==> config.mk <==
export PLATFORM = sky130hd
export DESIGN_NAME = ah_packet_converter_w2n_15_5_flat
export DESIGN_NICKNAME = d
export VERILOG_FILES = /design/src/rtl/ah_packet_converter_w2n_15_5_pkg.sv /design/src/rtl/ah_packet_converter_w2n_15_5_if.sv /design/src/rtl/ah_packet_converter_w2n_15_5_fifo.sv /design/src/rtl/ah_packet_converter_w2n_15_5.sv /design/src/flat_wrapper.sv
export SDC_FILE = /design/constraint.sdc
export NUM_CORES = 1
export LEC_CHECK = 0
export CAP_MARGIN = 20
export CELL_PAD_IN_SITES_DETAIL_PLACEMENT = 1
export CELL_PAD_IN_SITES_GLOBAL_PLACEMENT = 2
export CORE_UTILIZATION = 39
export CTS_CLUSTER_DIAMETER = 40
export DETAILED_ROUTE_END_ITERATION = 6
export DONT_BUFFER_PORTS = 1
export PLACE_DENSITY = 0.82
export SLEW_MARGIN = 20
export SYNTH_ARGS = -nofsm -noshare
export SYNTH_HDL_FRONTEND = slang
export SYNTH_SLANG_ARGS = --single-unit
==> constraint.sdc <==
create_clock -name clk -period 2.3 [get_ports clk]
set_input_delay 0.46 -clock clk [delete_from_list [all_inputs] [get_ports clk]]
set_output_delay 0.46 -clock clk [all_outputs]
set_load 0.03 [all_outputs]
==> src/rtl/ah_packet_converter_w2n_15_5_pkg.sv <==
// Geometry shared by the wide<->narrow packet converters, plus a small
// width helper used to size counters and pointers.
package ah_pkt_pkg;

   localparam int WIDE_W      = 15;
   localparam int NARROW_W    = 5;
   localparam int LANES       = WIDE_W / NARROW_W;
   localparam int IN_DEPTH    = 2;
   localparam int OUT_CREDITS = 4;

   typedef logic [WIDE_W-1:0]   word_t;
   typedef logic [NARROW_W-1:0] beat_t;

   // Bits needed to index v distinct values, never less than one.
   function automatic int clog2_min1(input int v);
      return (v <= 2) ? 1 : $clog2(v);
   endfunction

endpackage

==> src/rtl/ah_packet_converter_w2n_15_5_if.sv <==
// Wide-in / narrow-out credit bus between the converter and its neighbours.
interface ah_packet_converter_w2n_15_5_if;
   import ah_pkt_pkg::*;

   word_t wdata;
   logic  wvalid;
   logic  wcredit;
   beat_t rdata;
   logic  rvalid;
   logic  rcredit;
   logic  werr;

   modport master (
      output wdata, wvalid, rcredit,
      input  wcredit, rdata, rvalid, werr
   );

   modport slave (
      input  wdata, wvalid, rcredit,
      output wcredit, rdata, rvalid, werr
   );

endinterface

==> src/rtl/ah_packet_converter_w2n_15_5_fifo.sv <==
// Small input buffer holding whole wide words; head is visible combinationally
// so the serializer can pick a lane in the same cycle it issues a beat.
module ah_pkt_fifo
   import ah_pkt_pkg::*;
#(
   parameter int DATA_W = WIDE_W,
   parameter int DEPTH  = IN_DEPTH
) (
   input  logic              clk,
   input  logic              rstn,
   input  logic              push,
   input  logic              pop,
   input  logic [DATA_W-1:0] wdata,
   output logic [DATA_W-1:0] head,
   output logic              full,
   output logic              empty,
   output logic              last
);

   localparam int PTR_W = clog2_min1(DEPTH);
   localparam int CNT_W = clog2_min1(DEPTH + 1);

   logic [DATA_W-1:0] mem_q [DEPTH];
   logic [PTR_W-1:0]  wr_ptr_q, wr_ptr_d;
   logic [PTR_W-1:0]  rd_ptr_q, rd_ptr_d;
   logic [CNT_W-1:0]  count_q, count_d;
   logic              do_push, do_pop;

   assign do_pop  = pop && !empty;
   assign do_push = push && (!full || do_pop);

   assign full  = (count_q == CNT_W'(DEPTH));
   assign empty = (count_q == '0);
   assign last  = (count_q == CNT_W'(1));
   assign head  = mem_q[rd_ptr_q];

   always_comb begin
      wr_ptr_d = wr_ptr_q;
      rd_ptr_d = rd_ptr_q;
      count_d  = count_q;
      if (do_push) wr_ptr_d = (wr_ptr_q == PTR_W'(DEPTH - 1)) ? '0 : wr_ptr_q + 1'b1;
      if (do_pop)  rd_ptr_d = (rd_ptr_q == PTR_W'(DEPTH - 1)) ? '0 : rd_ptr_q + 1'b1;
      if (do_push && !do_pop)      count_d = count_q + 1'b1;
      else if (do_pop && !do_push) count_d = count_q - 1'b1;
   end

   // Storage carries no reset; only the pointers define what is valid.
   always_ff @(posedge clk) begin
      if (do_push) mem_q[wr_ptr_q] <= wdata;
   end

   always_ff @(posedge clk or negedge rstn) begin
      if (!rstn) begin
         wr_ptr_q <= '0;
         rd_ptr_q <= '0;
         count_q  <= '0;
      end else begin
         wr_ptr_q <= wr_ptr_d;
         rd_ptr_q <= rd_ptr_d;
         count_q  <= count_d;
      end
   end

endmodule

==> src/rtl/ah_packet_converter_w2n_15_5.sv <==
// Wide-to-narrow converter: buffers wide words and serializes them MSB lane
// first onto a credit-controlled narrow beat stream.
module ah_packet_converter_w2n_15_5
   import ah_pkt_pkg::clog2_min1;
#(
   parameter int WIDE_W      = ah_pkt_pkg::WIDE_W,
   parameter int NARROW_W    = ah_pkt_pkg::NARROW_W,
   parameter int IN_DEPTH    = ah_pkt_pkg::IN_DEPTH,
   parameter int OUT_CREDITS = ah_pkt_pkg::OUT_CREDITS
) (
   input  logic                          clk,
   input  logic                          rstn,
   ah_packet_converter_w2n_15_5_if.slave bus
);

   localparam int LANES  = WIDE_W / NARROW_W;
   localparam int LANE_W = clog2_min1(LANES);
   localparam int CRED_W = clog2_min1(OUT_CREDITS + 1);

   localparam logic [0:0] ST_IDLE = 1'b0;
   localparam logic [0:0] ST_SEND = 1'b1;

   logic [0:0]          state_q,   state_d;
   logic [LANE_W-1:0]   lane_q,    lane_d;
   logic [CRED_W-1:0]   credit_q,  credit_d;
   logic [NARROW_W-1:0] rdata_q,   rdata_d;
   logic                rvalid_q,  rvalid_d;
   logic                wcredit_q, wcredit_d;
   logic                werr_q,    werr_d;

   logic [WIDE_W-1:0]   head;
   logic [NARROW_W-1:0] lane_data [LANES];
   logic                fifo_full, fifo_empty, fifo_last;
   logic                issue, last_lane, pop, push;

   // Lane 0 is the most significant slice, matching the n2w collation order.
   genvar gi;
   generate
      for (gi = 0; gi < LANES; gi++) begin : g_lane
         assign lane_data[gi] = head[WIDE_W-1-gi*NARROW_W -: NARROW_W];
      end
   endgenerate

   assign last_lane = (lane_q == LANE_W'(LANES - 1));
   assign issue     = (state_q == ST_SEND) && !fifo_empty && (credit_q != '0);
   assign pop       = issue && last_lane;
   assign push      = bus.wvalid && (!fifo_full || pop);

   ah_pkt_fifo #(
      .DATA_W (WIDE_W),
      .DEPTH  (IN_DEPTH)
   ) u_fifo (
      .clk   (clk),
      .rstn  (rstn),
      .push  (push),
      .pop   (pop),
      .wdata (bus.wdata),
      .head  (head),
      .full  (fifo_full),
      .empty (fifo_empty),
      .last  (fifo_last)
   );

   always_comb begin
      state_d = state_q;
      if (push && !pop)                   state_d = ST_SEND;
      else if (pop && !push && fifo_last) state_d = ST_IDLE;

      lane_d = lane_q;
      if (issue) lane_d = last_lane ? '0 : lane_q + 1'b1;

      // A returned credit is dropped when the pool is already full.
      credit_d = credit_q;
      if (issue && !bus.rcredit)
         credit_d = credit_q - 1'b1;
      else if (!issue && bus.rcredit && (credit_q != CRED_W'(OUT_CREDITS)))
         credit_d = credit_q + 1'b1;

      rvalid_d  = issue;
      rdata_d   = issue ? lane_data[lane_q] : rdata_q;
      wcredit_d = pop;
      werr_d    = werr_q | (bus.wvalid && fifo_full && !pop);
   end

   always_ff @(posedge clk or negedge rstn) begin
      if (!rstn) begin
         state_q   <= ST_IDLE;
         lane_q    <= '0;
         credit_q  <= CRED_W'(OUT_CREDITS);
         rdata_q   <= '0;
         rvalid_q  <= 1'b0;
         wcredit_q <= 1'b0;
         werr_q    <= 1'b0;
      end else begin
         state_q   <= state_d;
         lane_q    <= lane_d;
         credit_q  <= credit_d;
         rdata_q   <= rdata_d;
         rvalid_q  <= rvalid_d;
         wcredit_q <= wcredit_d;
         werr_q    <= werr_d;
      end
   end

   assign bus.rdata   = rdata_q;
   assign bus.rvalid  = rvalid_q;
   assign bus.wcredit = wcredit_q;
   assign bus.werr    = werr_q;

endmodule

==> src/flat_wrapper.sv <==
// flat-port wrapper written by rule: the top's interface ports become plain ports
module ah_packet_converter_w2n_15_5_flat import ah_pkt_pkg::clog2_min1;
#(
   parameter int WIDE_W      = ah_pkt_pkg::WIDE_W,
   parameter int NARROW_W    = ah_pkt_pkg::NARROW_W,
   parameter int IN_DEPTH    = ah_pkt_pkg::IN_DEPTH,
   parameter int OUT_CREDITS = ah_pkt_pkg::OUT_CREDITS
)
  (clk, rstn, bus_wdata, bus_wvalid, bus_rcredit, bus_wcredit, bus_rdata, bus_rvalid, bus_werr);
  ah_packet_converter_w2n_15_5_if bus_i ();
  input  logic clk;
  input  logic rstn;
  input wire logic [$bits(bus_i.wdata)-1:0] bus_wdata;
  input wire logic [$bits(bus_i.wvalid)-1:0] bus_wvalid;
  input wire logic [$bits(bus_i.rcredit)-1:0] bus_rcredit;
  output wire logic [$bits(bus_i.wcredit)-1:0] bus_wcredit;
  output wire logic [$bits(bus_i.rdata)-1:0] bus_rdata;
  output wire logic [$bits(bus_i.rvalid)-1:0] bus_rvalid;
  output wire logic [$bits(bus_i.werr)-1:0] bus_werr;
  assign bus_i.wdata = bus_wdata;
  assign bus_i.wvalid = bus_wvalid;
  assign bus_i.rcredit = bus_rcredit;
  assign bus_wcredit = bus_i.wcredit;
  assign bus_rdata = bus_i.rdata;
  assign bus_rvalid = bus_i.rvalid;
  assign bus_werr = bus_i.werr;
  ah_packet_converter_w2n_15_5 #(.WIDE_W(WIDE_W), .NARROW_W(NARROW_W), .IN_DEPTH(IN_DEPTH), .OUT_CREDITS(OUT_CREDITS)) u_core (.clk(clk), .rstn(rstn), .bus(bus_i));
endmodule
# After elaboration in Yosys (flattened, before gate mapping)
# Memories as Yosys holds them, arrays and structs flattened.
# Index checks and enable logic that the tools add are counted.
# Widths: inputs -> output; s select.
# totals
register_bits	18
latchBits	0
mem_bits_rw	30
mem_bits_ro	0
input_bits	19
output_inout_bits	8
word_cells	70
memories	1
# mem_list
memory	depth	width	read_ports	rd_ports_with_merged_regs	wr	line_no	source
u_core.u_fifo.mem_q	2	15	1	0	1	ah_packet_converter_w2n_15_5_fifo.sv:23	logic [DATA_W-1:0] mem_q [DEPTH];
# classes
add_sub_neg	7
mul	0
div_mod_pow	0
n_lt_le_gt_ge	1
n_eq_ne	4
n_shift	0
muxes	14
bitwise	2
reduce_logical	31
# op_table
operator	count
$logic_and 1x1->1	16
$bmux 5 s2	1
$mux 5	2
$logic_not 1->1	8
$mux 1	6
$mux 2	3
$mux 3	2
$reduce_bool 2->1	3
$add 2x1->2 const B	2
$eq 2x2->1 const B	2
$add 3x1->3 const B	1
$ge 3x3->1 const B	1
$ne 3x3->1 const B	1
$not 2->3	1
$reduce_bool 3->1	1
$sub 3x1->3 const B	1
$add 1x1->1 const B	2
$eq 2x1->1 const B	1
$logic_not 2->1	1
$logic_or 1x1->1	2
$sub 2x1->2 const B	1
$or 1x1->1	1

# Longest topological paths before layout
# depth
depth_word	12
depth_mapped	10
mapped_depth_nobuf	9

# Cells and area by module
# A second synthesis with hierarchy kept.
# hier_totals
cells_unflattened	152
hier_area_um2	2179.6
# modules_own_cells
module	n_inst	cells_each	area_each_um2	seq_area_each_um2
ah_pkt_fifo	1	69	1377.6	1001.0
ah_packet_converter_w2n_15_5	1	83	802.0	351.6

# Worst setup path before layout
# Ideal clock, no wire load.
# synth_timing
path_kind	flip-flop to flip-flop
from	reg u_core.u_fifo.count_q[0]
to	mem u_core.u_fifo.mem_q[0][0] (netlist name), enable pin
setup_ps	386
arrival_time_ps	1909
required_time_ps	1914
path_slack_ps	5
stages_incl_launch_ff	7
n_path_buf	0
synth_period_minus_slack_ps	2295
path_cell_list	dfrtp_1 > inv_1 > ha_1 > nand2b_1 > o31ai_2 > nand2_1 > nor2_1
# synth_via
elab_chain_len	10
elab_cells_between_ends	14
cone_classes	eq/ne (1); mux (2); reduce/logical (11)
# synth_rtl
item	line_no	source
start, declared	ah_packet_converter_w2n_15_5_fifo.sv:26	logic [CNT_W-1:0] count_q, count_d;
start signal, assigned	ah_packet_converter_w2n_15_5_fifo.sv:60	count_q <= count_d;
$logic_not 2->1	ah_packet_converter_w2n_15_5_fifo.sv:33	assign empty = (count_q == '0);
$logic_not 1->1	ah_packet_converter_w2n_15_5_fifo.sv:29, ah_packet_converter_w2n_15_5.sv:45	
$logic_and 1x1->1 (2 in series)	ah_packet_converter_w2n_15_5.sv:45	assign issue = (state_q == ST_SEND) && !fifo_empty && (credit_q != '0);
$logic_and 1x1->1	ah_packet_converter_w2n_15_5.sv:46	assign pop = issue && last_lane;
$logic_or 1x1->1 or $logic_and 1x1->1 (tied branches)	ah_packet_converter_w2n_15_5.sv:47, ah_packet_converter_w2n_15_5_fifo.sv:29	
$logic_and 1x1->1 or $logic_or 1x1->1 (tied branches)	ah_packet_converter_w2n_15_5.sv:47, ah_packet_converter_w2n_15_5_fifo.sv:30	
$logic_and 1x1->1 *	ah_packet_converter_w2n_15_5_fifo.sv:30	assign do_push = push && (!full || do_pop);
$mux 1 *	ah_packet_converter_w2n_15_5_fifo.sv:49	if (do_push) mem_q[wr_ptr_q] <= wdata;
$mux 1 (not written as such) *	ah_packet_converter_w2n_15_5_fifo.sv:49	
end, declared	ah_packet_converter_w2n_15_5_fifo.sv:23	
# Every way passes the cells marked *; elsewhere a longest branch is shown, timed or not.

# Worst setup path in the final report
# layout_timing
from	reg u_core.u_fifo.count_q[1]
to	reg u_core.credit_q[2]
# layout_via
elab_chain_len	8
elab_cells_between_ends	10
cone_classes	mux (1); reduce/logical (9)
# layout_rtl
item	line_no	source
$logic_not 2->1 *	ah_packet_converter_w2n_15_5_fifo.sv:33	
$logic_not 1->1 *	ah_packet_converter_w2n_15_5.sv:45	
$logic_and 1x1->1 * (2 in series)	ah_packet_converter_w2n_15_5.sv:45	
$logic_not 1->1	ah_packet_converter_w2n_15_5.sv:76	else if (!issue && bus.rcredit && (credit_q != CRED_W'(OUT_CREDITS)))
$logic_and 1x1->1 (2 in series)	ah_packet_converter_w2n_15_5.sv:76	
$reduce_bool 2->1 (no source line)	n/a	
end signal, assigned	ah_packet_converter_w2n_15_5.sv:89	credit_q <= CRED_W'(OUT_CREDITS);
end signal, assigned	ah_packet_converter_w2n_15_5.sv:97	credit_q <= credit_d;
end, declared	ah_packet_converter_w2n_15_5.sv:25	logic [CRED_W-1:0] credit_q, credit_d;
# Marked as above.
# A chain may end at the register's enable or synchronous reset.

==> metrics.yaml <==
hold_ws_ns: 0.2597
worst_setup_path_start_kind: "flop"
cp_data_arrival_time_ns: 2.43
fmax_mhz: 452.3
firstDrtPassIters: 3
design_area_um2: 2384
fin_skew_ns: 0.004317
crit_type: "flop to flop"
hold_violations: 0
port_buffers: 0
outcome: "complete, no violations"
ff2ff_setup_slack_ns: 0.09
final_common_cell: "edfxtp_1"
regArea_um2: 1353
wl_per_cell_um: 16.33
ir_drop_uv: 585.9
power_density_nw_per_um2: 1500
period_needed_ns: 2.211
fill_cells: 515
clock_latency_ns: 0.29
io_pins: 27
antenna_found_initial: 0
synth_cells: 149
cts_tree: "built"
rsz0062_at_grt: "false"
clock-sinks: 48
overflow: 0
syn_nets: 173
antenna_left: 0
clk_path_buf_depth: 2
nNetsFinal: 183
die_w_um: 75.57
synth_seq_cells: 48
die_area_um2: 5710
finalWeightedCongestion: 0.7551
grt_pass1_wl_um: 6120
diodes: 0
grt_pass1_vias: 1312
worstMarginPinSlew_ns: 0.8247
vias_per_cell: 5.122
synthDistinctLibCells: 44
start_util_pct: 40.81
cp_data_required_time_ns: 2.52
layout-drive-gt1-share_pct: 21.38
drc_errors: 0
layout_common_cells: "30 x edfxtp_1, 17 x dfrtp_1, 9 x nand2_1, 9 x nor2_1"
hpwl_um: 2708
cts_buffers: 5
placed_cell_area_um2: 2225
drt_first_iter_violations: 25
core_area_um2: 5172
drt-total-wl_um: 3740
power_leakage_nw: 0.8954
slew-limit-headroom_pct: 44.84
fin_setup_tns_ns: 0
p_switching_mw: 1.297
swShare_pct: 36.28
netlist_area_um2: 2111
die_y_um: 75.57
drv_slew: 0
clk_pin_slew_ns: 0.09
syn_to_final_growth_pct: 12.92
ys.warnings.count: 0
root_buffer: "clkbuf_8"
finalCritPeriodShare_pct: 96.13
row_count: 26
grt_start_max_net_pins: 19
avgSynthCellArea_um2: 14.17
seq_area_frac_synth_pct: 64.08
via_count: 1173
grt_usage_pct: 14.93
drv_cap: 0
internal-power_mw: 2.279
hp-class: "input port to flop"
worst_setup_path_end_kind: "flop"
crit_fanout: 3
finalSetupViolations: 0
seq_power_share_pct: 43.0
clock_power_share_pct: 19.3
htree_levels: 2
p_comb_share_pct: 37.6
multi_input_comb_area_um2: 690.7
==> state kept, by name, indices dropped and copies added (netlist names), 2 cells and up <==
signal                 cells
u_core.u_fifo.mem_q       30
u_core.lane_q              2
u_core.bus.rdata           5
u_core.credit_q            3
u_core.u_fifo.count_q      2
==> power groups by stage <==
stage                     clock (mW)  sequential (mW)  combinational, mW
after global routing           0.740             1.57               1.48
after CTS                      0.711             1.55               1.34
final                          0.691             1.54               1.35
after detailed placement           0             1.57               1.30
after global placement             0             1.54               1.23
after floorplan                    0             1.48               1.05
==> worst max-delay path, cell delays in order, from the launching register on <==
cell and delay, ns:
dfrtp_1 0.36, inv_1 0.07, ha_2 0.19, nand2b_4 0.14, or3_1 0.38, fa_2 0.36
nor2b_1 0.15, o211ai_1 0.08, a21oi_1 0.09, a311o_1 0.32
==> per-layer routing <==
metal  vias to the layer above  routed length (um)  GRT usage (%)
li1                        555                   -              -
met1                       596                1517          16.58
met2                        20                2052          27.98
met3                         2                 148          3.571
met4                         0                  21          4.938
met5                         -                   0              0
==> stage by stage <==
step | std cells | setup slack [ns] | util [%] | total power [mW]
finish | 229 | 0.08911 | 46.08 | 3.576
global route | 229 | 0.01913 | 46.08 | 3.794
CTS | 229 | 0.0006977 | 45.84 | 3.600
detailed placement | 220 | 0.01776 | 43.01 | 2.868
global placement | 220 | 0.1257 | 43.01 | 2.770
floorplan | 149 | 0.004601 | - | 2.533
==> Yosys cell counts (all sizes together) <==
library cell / number / share of area, %
dfstp: 1 / 1.2
and2b: 1 / 0.36
nand3b: 2 / 0.71
a2bb2oi: 1 / 0.71
mux2i: 6 / 2.8
ha: 4 / 2.4
a2111o: 1 / 0.53
nand2b: 4 / 1.2
inv: 9 / 2.0
xnor2: 4 / 1.7
a311o: 1 / 0.47
nor3: 2 / 0.71
clkbuf: 2 / 0.36
mux2: 6 / 3.2
mux4: 1 / 1.1
fa: 1 / 0.95
a21oi: 7 / 1.7
buf: 4 / 1.5
and3: 1 / 0.30
xor2: 2 / 0.83
nand2: 10 / 2.5
or3: 1 / 0.30
and2: 1 / 0.30
a31oi: 3 / 1.6
o22ai: 2 / 0.59
dfrtp: 17 / 20
edfxtp: 30 / 43
nor2: 9 / 1.6
a32oi: 2 / 0.83
a2111oi: 1 / 0.71
nor2b: 2 / 0.59
nor4b: 1 / 0.42
o31ai: 1 / 0.59
o21bai: 1 / 0.36
o21ai: 6 / 1.4
a21o: 1 / 0.36
o211ai: 1 / 0.36
==> worst paths after layout <==
kind | from | endpoint | cells past startpoint
max reg2reg | u_core.u_fifo.count_q[1] | u_core.credit_q[2] | 9
min in group asynchronous | rstn | u_core.bus.wcredit | 1
min | bus_wdata[7] | u_core.u_fifo.mem_q[1][7] | 0
max | u_core.u_fifo.count_q[1] | u_core.credit_q[2] | 9
max in group asynchronous | rstn | u_core.bus.rdata[3] | 1
min reg2reg | u_core.u_fifo.wr_ptr_q | u_core.u_fifo.wr_ptr_q | 1
==> logic make-up (layout without fill, tap and decap cells) <==
kind of cell	after synthesis	after routing	share of synthesized area, %
AND/OR/NAND/NOR	34	34	9.010
flip-flops	48	48	64.08
buffers and inverters	15	25	3.794
multiplexers	13	13	7.113
adder cells (fa/ha/maj)	5	5	3.320
XOR/XNOR	6	6	2.490
AO/OA/AOI/OAI	28	28	10.20
==> area by class of cell <==
cell class                      count  area share (%)
Sequential cell                    48           56.75
Multi-Input combinational cell     86           28.98
Tap cell                           70           3.675
Timing Repair Buffer                9           3.465
Clock buffer                        5           2.887
Clock inverter                      2           2.520
Inverter                            9           1.732
==> repair_timing <==
action                                  4_1_cts  5_1_grt
hold buffers                                  1        0
gates cloned                                  0        0
gates resized for setup                       0        3
endpoints found under the setup margin        1        2
hold endpoints to repair                     18        0
setup buffers                                 1        0
Power figures use the tool's default switching activity.
